[src/rtl/luu_lap_gpg_pkg.sv]
// Shared definitions for the lap/split memory: field limits, time width,
// FSM encoding, lap-word packing and the per-field borrow subtract helpers.
package luu_lap_gpg_pkg;

    localparam int TIME_W = 7;
    localparam int WORD_W = 4 * TIME_W;

    // Modulus of each time field, lowest field first in borrow order
    localparam logic [TIME_W-1:0] LIM_PTGIAY = 7'd100;
    localparam logic [TIME_W-1:0] LIM_GIAY   = 7'd60;
    localparam logic [TIME_W-1:0] LIM_PHUT   = 7'd60;
    localparam logic [TIME_W-1:0] LIM_GIO    = 7'd100;

    typedef enum logic {
        ST_LIVE = 1'b0,
        ST_VIEW = 1'b1
    } state_t;

    // 28-bit lap word, hours in the top bits, centiseconds in the bottom bits
    typedef struct packed {
        logic [TIME_W-1:0] gio;
        logic [TIME_W-1:0] phut;
        logic [TIME_W-1:0] giay;
        logic [TIME_W-1:0] ptgiay;
    } lap_word_t;

    // 1 when a - b - bin goes below zero for this field
    function automatic logic field_borrow(input logic [TIME_W-1:0] a,
                                         input logic [TIME_W-1:0] b,
                                         input logic              bin);
        return ({1'b0, a} < ({1'b0, b} + {{TIME_W{1'b0}}, bin}));
    endfunction

    // a - b - bin folded back into 0..lim-1; modular 7-bit arithmetic is exact
    // because every field value and limit fits in 7 bits
    function automatic logic [TIME_W-1:0] sub_field(input logic [TIME_W-1:0] a,
                                                    input logic [TIME_W-1:0] b,
                                                    input logic              bin,
                                                    input logic [TIME_W-1:0] lim);
        logic [TIME_W-1:0] d;
        d = a - b - {{(TIME_W-1){1'b0}}, bin};
        if (field_borrow(a, b, bin)) begin
            d = d + lim;
        end
        return d;
    endfunction

endpackage

[src/rtl/tru_thoigian.sv]
// Combinational mixed-radix subtractor: o_diff = i_a - i_b over
// centiseconds/seconds/minutes with borrow, hours wrapping mod 100.
module tru_thoigian
    import luu_lap_gpg_pkg::*;
(
    input  lap_word_t i_a,
    input  lap_word_t i_b,
    output lap_word_t o_diff
);

    logic w_b_cs;
    logic w_b_s;
    logic w_b_m;

    assign w_b_cs = field_borrow(i_a.ptgiay, i_b.ptgiay, 1'b0);
    assign w_b_s  = field_borrow(i_a.giay,   i_b.giay,   w_b_cs);
    assign w_b_m  = field_borrow(i_a.phut,   i_b.phut,   w_b_s);

    // Ripple the borrow chain from centiseconds up to hours
    always_comb begin
        o_diff.ptgiay = sub_field(i_a.ptgiay, i_b.ptgiay, 1'b0,   LIM_PTGIAY);
        o_diff.giay   = sub_field(i_a.giay,   i_b.giay,   w_b_cs, LIM_GIAY);
        o_diff.phut   = sub_field(i_a.phut,   i_b.phut,   w_b_s,  LIM_PHUT);
        o_diff.gio    = sub_field(i_a.gio,    i_b.gio,    w_b_m,  LIM_GIO);
    end

endmodule

[src/rtl/luu_lap_gpg.sv]
// Lap/split memory for the stopwatch: captures the live time on lap_p,
// stores up to DEPTH laps and drives the display with live time or a
// recalled lap (absolute or split). The LIVE/VIEW state is visible on viewing.
//
// Handshake: all control inputs are single-cycle pulses with no ready/ack;
// a pulse acts on the rising edge where it is high. Priority is
// clr_p > lap_p > view_p > next_p/prev_p, except lap_p and view_p may act
// together (VIEW entry then uses the pre-increment lap count).
module luu_lap_gpg
    import luu_lap_gpg_pkg::*;
#(
    parameter int DEPTH = 8,
    parameter int AW    = 3
)
(
    input  logic              ckht,
    input  logic              rst_n,
    input  logic              lap_p,
    input  logic              view_p,
    input  logic              next_p,
    input  logic              prev_p,
    input  logic              clr_p,
    input  logic              split_md,
    input  logic [TIME_W-1:0] ptgiay_in,
    input  logic [TIME_W-1:0] giay_in,
    input  logic [TIME_W-1:0] phut_in,
    input  logic [TIME_W-1:0] gio_in,
    output logic [TIME_W-1:0] ptgiay,
    output logic [TIME_W-1:0] giay,
    output logic [TIME_W-1:0] phut,
    output logic [TIME_W-1:0] gio,
    output logic              viewing,
    output logic [AW-1:0]     lap_idx,
    output logic [AW:0]       lap_cnt,
    output logic              full,
    output logic              ovf
);

    localparam logic [AW:0]   CNT_MAX = DEPTH[AW:0];
    localparam logic [AW:0]   CNT_ONE = {{AW{1'b0}}, 1'b1};
    localparam logic [AW-1:0] IDX_ONE = {{(AW-1){1'b0}}, 1'b1};

    state_t        r_state;
    state_t        w_state_nx;
    logic [AW-1:0] r_idx;
    logic [AW-1:0] w_idx_nx;
    logic [AW-1:0] w_last;
    logic [AW-1:0] w_idx_prv;
    logic [AW:0]   r_cnt;
    logic [AW:0]   w_cnt_inc;
    logic          r_ovf;
    logic          r_full;
    logic          w_full_now;
    logic          w_wr_en;
    logic          w_move;

    lap_word_t     r_mem [DEPTH];
    lap_word_t     w_live;
    lap_word_t     w_cur;
    lap_word_t     w_prv;
    lap_word_t     w_diff;
    lap_word_t     w_disp_nx;
    lap_word_t     r_disp;

    assign w_live     = '{gio: gio_in, phut: phut_in, giay: giay_in, ptgiay: ptgiay_in};
    assign w_full_now = (r_cnt == CNT_MAX);
    assign w_wr_en    = lap_p && !clr_p && !w_full_now;
    assign w_cnt_inc  = r_cnt + CNT_ONE;
    // Newest lap index; the low bits of DEPTH are zero, so a full memory
    // wraps correctly to DEPTH-1
    assign w_last     = r_cnt[AW-1:0] - IDX_ONE;
    assign w_idx_prv  = r_idx - IDX_ONE;
    assign w_move     = next_p ^ prev_p;

    // Lap storage: no reset, stale words are unreachable while lap_cnt is 0
    always_ff @(posedge ckht) begin
        if (w_wr_en) begin
            r_mem[r_cnt[AW-1:0]] <= w_live;
        end
    end

    // Lap count, full flag and sticky overflow
    always_ff @(posedge ckht or negedge rst_n) begin
        if (!rst_n) begin
            r_cnt  <= '0;
            r_full <= 1'b0;
            r_ovf  <= 1'b0;
        end else if (clr_p) begin
            r_cnt  <= '0;
            r_full <= 1'b0;
            r_ovf  <= 1'b0;
        end else if (lap_p) begin
            if (w_full_now) begin
                r_ovf <= 1'b1;
            end else begin
                r_cnt  <= w_cnt_inc;
                r_full <= (w_cnt_inc == CNT_MAX);
            end
        end
    end

    // FSM state register with the shown-lap index
    always_ff @(posedge ckht or negedge rst_n) begin
        if (!rst_n) begin
            r_state <= ST_LIVE;
            r_idx   <= '0;
        end else begin
            r_state <= w_state_nx;
            r_idx   <= w_idx_nx;
        end
    end

    // FSM next state: clear, view toggle, then lap navigation
    always_comb begin
        w_state_nx = r_state;
        w_idx_nx   = r_idx;
        if (clr_p) begin
            w_state_nx = ST_LIVE;
            w_idx_nx   = '0;
        end else if (view_p) begin
            if (r_state == ST_VIEW) begin
                w_state_nx = ST_LIVE;
                w_idx_nx   = '0;
            end else if (r_cnt != '0) begin
                w_state_nx = ST_VIEW;
                w_idx_nx   = w_last;
            end
        end else if (!lap_p && (r_state == ST_VIEW) && w_move) begin
            if (next_p) begin
                w_idx_nx = (r_idx == w_last) ? '0 : (r_idx + IDX_ONE);
            end else begin
                w_idx_nx = (r_idx == '0) ? w_last : w_idx_prv;
            end
        end
    end

    assign w_cur = r_mem[r_idx];
    assign w_prv = (r_idx == '0) ? '0 : r_mem[w_idx_prv];

    tru_thoigian u_tru (
        .i_a    (w_cur),
        .i_b    (w_prv),
        .o_diff (w_diff)
    );

    // FSM output: pick live time, stored lap or split for the display
    always_comb begin
        w_disp_nx = w_live;
        if (r_state == ST_VIEW) begin
            w_disp_nx = split_md ? w_diff : w_cur;
        end
    end

    // Display register feeding the BCD stage
    always_ff @(posedge ckht or negedge rst_n) begin
        if (!rst_n) begin
            r_disp <= '0;
        end else begin
            r_disp <= w_disp_nx;
        end
    end

    assign ptgiay  = r_disp.ptgiay;
    assign giay    = r_disp.giay;
    assign phut    = r_disp.phut;
    assign gio     = r_disp.gio;
    assign viewing = (r_state == ST_VIEW);
    assign lap_idx = r_idx;
    assign lap_cnt = r_cnt;
    assign full    = r_full;
    assign ovf     = r_ovf;

endmodule

[config.mk]
export PLATFORM = sky130hd
export DESIGN_NAME = luu_lap_gpg
export DESIGN_NICKNAME = d
export VERILOG_FILES = /design/src/rtl/luu_lap_gpg_pkg.sv /design/src/rtl/tru_thoigian.sv /design/src/rtl/luu_lap_gpg.sv
export SDC_FILE = /design/constraint.sdc
export NUM_CORES = 1
export LEC_CHECK = 0
export CAP_MARGIN = 30
export CORE_MARGIN = 2
export CORE_UTILIZATION = 55
export CTS_BUF_LIST = sky130_fd_sc_hd__clkbuf_4 sky130_fd_sc_hd__clkbuf_8
export DETAILED_ROUTE_END_ITERATION = 8
export GPL_TIMING_DRIVEN = 0
export PLACE_DENSITY = 0.74
export SYNTH_ARGS = -nofsm -noshare
export SYNTH_HDL_FRONTEND = slang
export SYNTH_SLANG_ARGS = --single-unit
[constraint.sdc]
create_clock -name ckht -period 29.2 [get_ports ckht]
set_input_delay 2.92 -clock ckht [delete_from_list [all_inputs] [get_ports ckht]]
set_output_delay 2.92 -clock ckht [all_outputs]
set_load 0.005 [all_outputs]
==> results.yml <==
critical_path:
  required_ns: 29.56
  r2r_cells: 50
  cp-start-kind: "flop"
  cpPeakStageDelay_ns: 0.71
  critPathCaptureType: "flop"
  crit_fanout: 10
  reg2reg_from: "lap_idx[1]$_DFFE_PN0P_"
  crit_top_cell: "ha_1"
  path_class: "reg -> reg"
  cp_data_arrival_time_ns: 12.50
  crit_start: "lap_idx[1]$_DFFE_PN0P_"
  cp_slowest_cell: "buf_1"
synth:
  synth_compound_area_share_pct: 6.18
  muxShareOfSynthArea_pct: 20.8
  syn-cell-area_sq_um: 14800
  yosys.area_share.adder_pct: 6.79
  post_synth_xor_area_fraction_pct: 4.03
  yosys.area_share.simple_pct: 6.56
  avgSynthCellArea_sq_um: 14.7
  synth_top_area_cell: "edfxtp_1"
  yosysTopAreaCellShare_pct: 45.5
  yosys-top-cells-area: "edfxtp_1, mux4_2, dfrtp_1"
  synthTopCellsByCount: "edfxtp_1, mux4_2, nand2_1"
  netlist_instances: 1003
  async_reset_ff_share_pct: 14.5
  synth_top_family_by_area: "multiplexers"
  synth_edf_count: 224
  yosys_warnings: 0
  synth.most_common_cell: "edfxtp_1"
  ys_types: 70
  ys_seq_elements: 262
  ys_seq_area_share_pct: 52.0
  ys.flop_type: "edfxtp_1"
  syn_nets: 1115
power_and_ir_drop:
  total_power_w: 0.00170
  p_int_w: 0.00104
  p_sw_w: 0.000664
  power_frac_comb_pct: 53.8
  powerDensity_nw_per_um2: 99.1
  peakVddDrop_v: 0.0000447
  p_clk_share_pct: 21.1
  seq_power_share_pct: 25.0
  swShare_pct: 39.0
  p_leak_nw: 6.20
drt:
  dr_wl_met2_um: 18500
  wl_met1_um: 15100
  wl_met3_um: 3790
  drt-total-wl_um: 38900
  top_layer_used: "met4"
  viasPerCell: 6.35
  post-route-drc-count: 0
  antenna_left: 0
  drt_pass1_iterations: 5
  vias: 9568
  drtIter0Drc: 928
  wire_per_inst_um: 25.9
clock_tree:
  postCtsSetupRepairBufs: 0
  cts_inserted_buffers: 44
  path_clk_slew_ns: 0.06
  ctsHoldBuffers: 0
  clockBufferDepth: 3
  ctsHtreeMaxLevel: 2
  clock_latency_ns: 0.56
  cts.sinks: 262
  cts-root-buf: "clkbuf_8"
  ctsResizeCount: 0
  cts_tree: "yes"
min_path:
  hp-class: "reg -> reg"
  min_path_cells: 2
  holdCritStartpoint: "ovf$_DFFE_PN0P_"
placement:
  portBuffers: 72
  dpl.hpwl_um: 27500
  pre_cts_ws_ns: 17.17
  gp_congestion: 0.907
final_layout:
  layout-drive-gt1-share_pct: 23.3
  final_nets: 1247
  syn_to_final_growth_pct: 16.2
  multi_input_area_sq_um: 6610
  nFillCells: 1855
  seqCellArea_sq_um: 7680
  antenna_cells: 0
grt:
  grt_pass1_vias: 9703
  grt_pass1_wl_um: 58300
  grt_usage_pct: 28.1
  antenna_found_initial: 0
  grt_start_max_net_pins: 22
  overflow: 0
timing:
  setup_viol: 0
  fin_skew_ns: 0.0306
  rsz0062_at_grt: "false"
  tns_ns: 0
  hold_violations: 0
  fin_crit_ns: 12.14
  post-route-period-util_pct: 41.6
  tightest_slew_ns: 0.990
  max_freq_ghz: 0.0824
  worst_slack_ns: 17.06
  drv_slew: 0
  timing.slew.headroom_pct: 34.0
floorplanning:
  initial_utilization_pct: 56.4
  dieArea_sq_um: 28200
  die_x_um: 168
  die_h_um: 168
  ioPinCount: 74
  rows: 59
  core_region_area_sq_um: 26200
run:
  drv_cap: 0
status:
  outcome: "completed"
cell usage in the layout, fill, tap and decap left out, types with 7 or more instances in the layout:
cell | netlist | routed
mux2_2 | 19 | 19
mux2i_1 | 27 | 27
clkdlybuf4s50_1 | 0 | 71
a21oi_1 | 42 | 42
clkinv_1 | 0 | 8
clkbuf_4 | 1 | 14
buf_2 | 9 | 10
xnor2_1 | 41 | 41
nand2_1 | 90 | 90
o21ai_0 | 35 | 35
dfrtp_1 | 38 | 38
o221ai_1 | 7 | 7
mux4_2 | 97 | 97
ha_1 | 69 | 69
xor2_1 | 22 | 22
mux4_1 | 12 | 12
buf_4 | 8 | 8
clkbuf_8 | 0 | 46
clkbuf_1 | 13 | 13
nand2b_1 | 17 | 17
fa_1 | 7 | 7
nor2b_1 | 13 | 13
inv_1 | 58 | 58
nand3_1 | 12 | 12
buf_6 | 10 | 15
edfxtp_1 | 224 | 224
nor2_1 | 35 | 29
logic make-up after synthesis:
logic type                 count (synthesis)
adders and majority gates                 76
and+or+nand+nor                          198
muxes                                    159
AOI/OAI and AO/OA                        136
xor gates and xnor gates                  65
buffers and inverters                    107
DFF                                      262
final cells by class:
type	instances	area share, %
sequential	262	44.7
multi-input combinational	634	38.5
timing repair buffer	86	5.53
clock buffer	59	4.25
tap	335	2.44
buffer	47	1.86
clock inverter	23	1.43
inverter	60	1.31
worst max-delay path, delay by kind of cell (launching register included):
kind,cells,cell delay (ns)
AO/OA/AOI/OAI,18,3.83
adder cells (fa/ha/maj),11,3.14
buffers and inverters,11,3.10
AND/OR/NAND/NOR,7,0.69
flip-flops,1,0.53
multiplexers,1,0.36
XOR/XNOR,2,0.30
power groups by stage:
stage	Sequential, W	Clock (W)	Combinational (W)
finish	0.000427	0.000360	0.000917
global route	0.000428	0.000381	0.00100
CTS	0.000427	0.000364	0.000911
detailed placement	0.000434	0	0.000902
global placement	0.000434	0	0.000883
floorplan	0.000434	0	0.000682
final timing paths:
kind                                  endpoint  slack, ns
max                           gio[5]$_DFF_PN0_      17.06
min                            ovf$_DFFE_PN0P_       0.50
max reg2reg                   gio[5]$_DFF_PN0_      17.06
min reg2reg                    ovf$_DFFE_PN0P_       0.50
max in group asynchronous    phut[3]$_DFF_PN0_      26.29
min in group asynchronous  ptgiay[1]$_DFF_PN0_       2.38
sequential cells by signal (all words and copies together), names as in the netlist:
name	flops
full	1
giay	7
gio	7
lap_cnt	4
lap_idx	3
ovf	1
phut	7
ptgiay	7
r_mem	224
viewing	1
through the flow:
step | util [%] | hold slack [ns] | cells | area (sq um)
2_1_floorplan | - | 0.486 | 1003 | 14800
3_3_place_gp | 60.7 | 0.477 | 1410 | 15900
3_5_place_dp | 61.8 | 0.494 | 1424 | 16200
4_1_cts | 65.5 | 0.507 | 1506 | 17200
5_1_grt | 65.5 | 0.516 | 1506 | 17200
6_report | 65.5 | 0.499 | 1506 | 17200
routing by layer:
layer,global-route usage [%],up-vias
li1,-,4139
met1,37.3,4812
met2,45.3,524
met3,6.75,93
met4,11.2,0
met5,0,-
(Power assumes the default switching activity.)
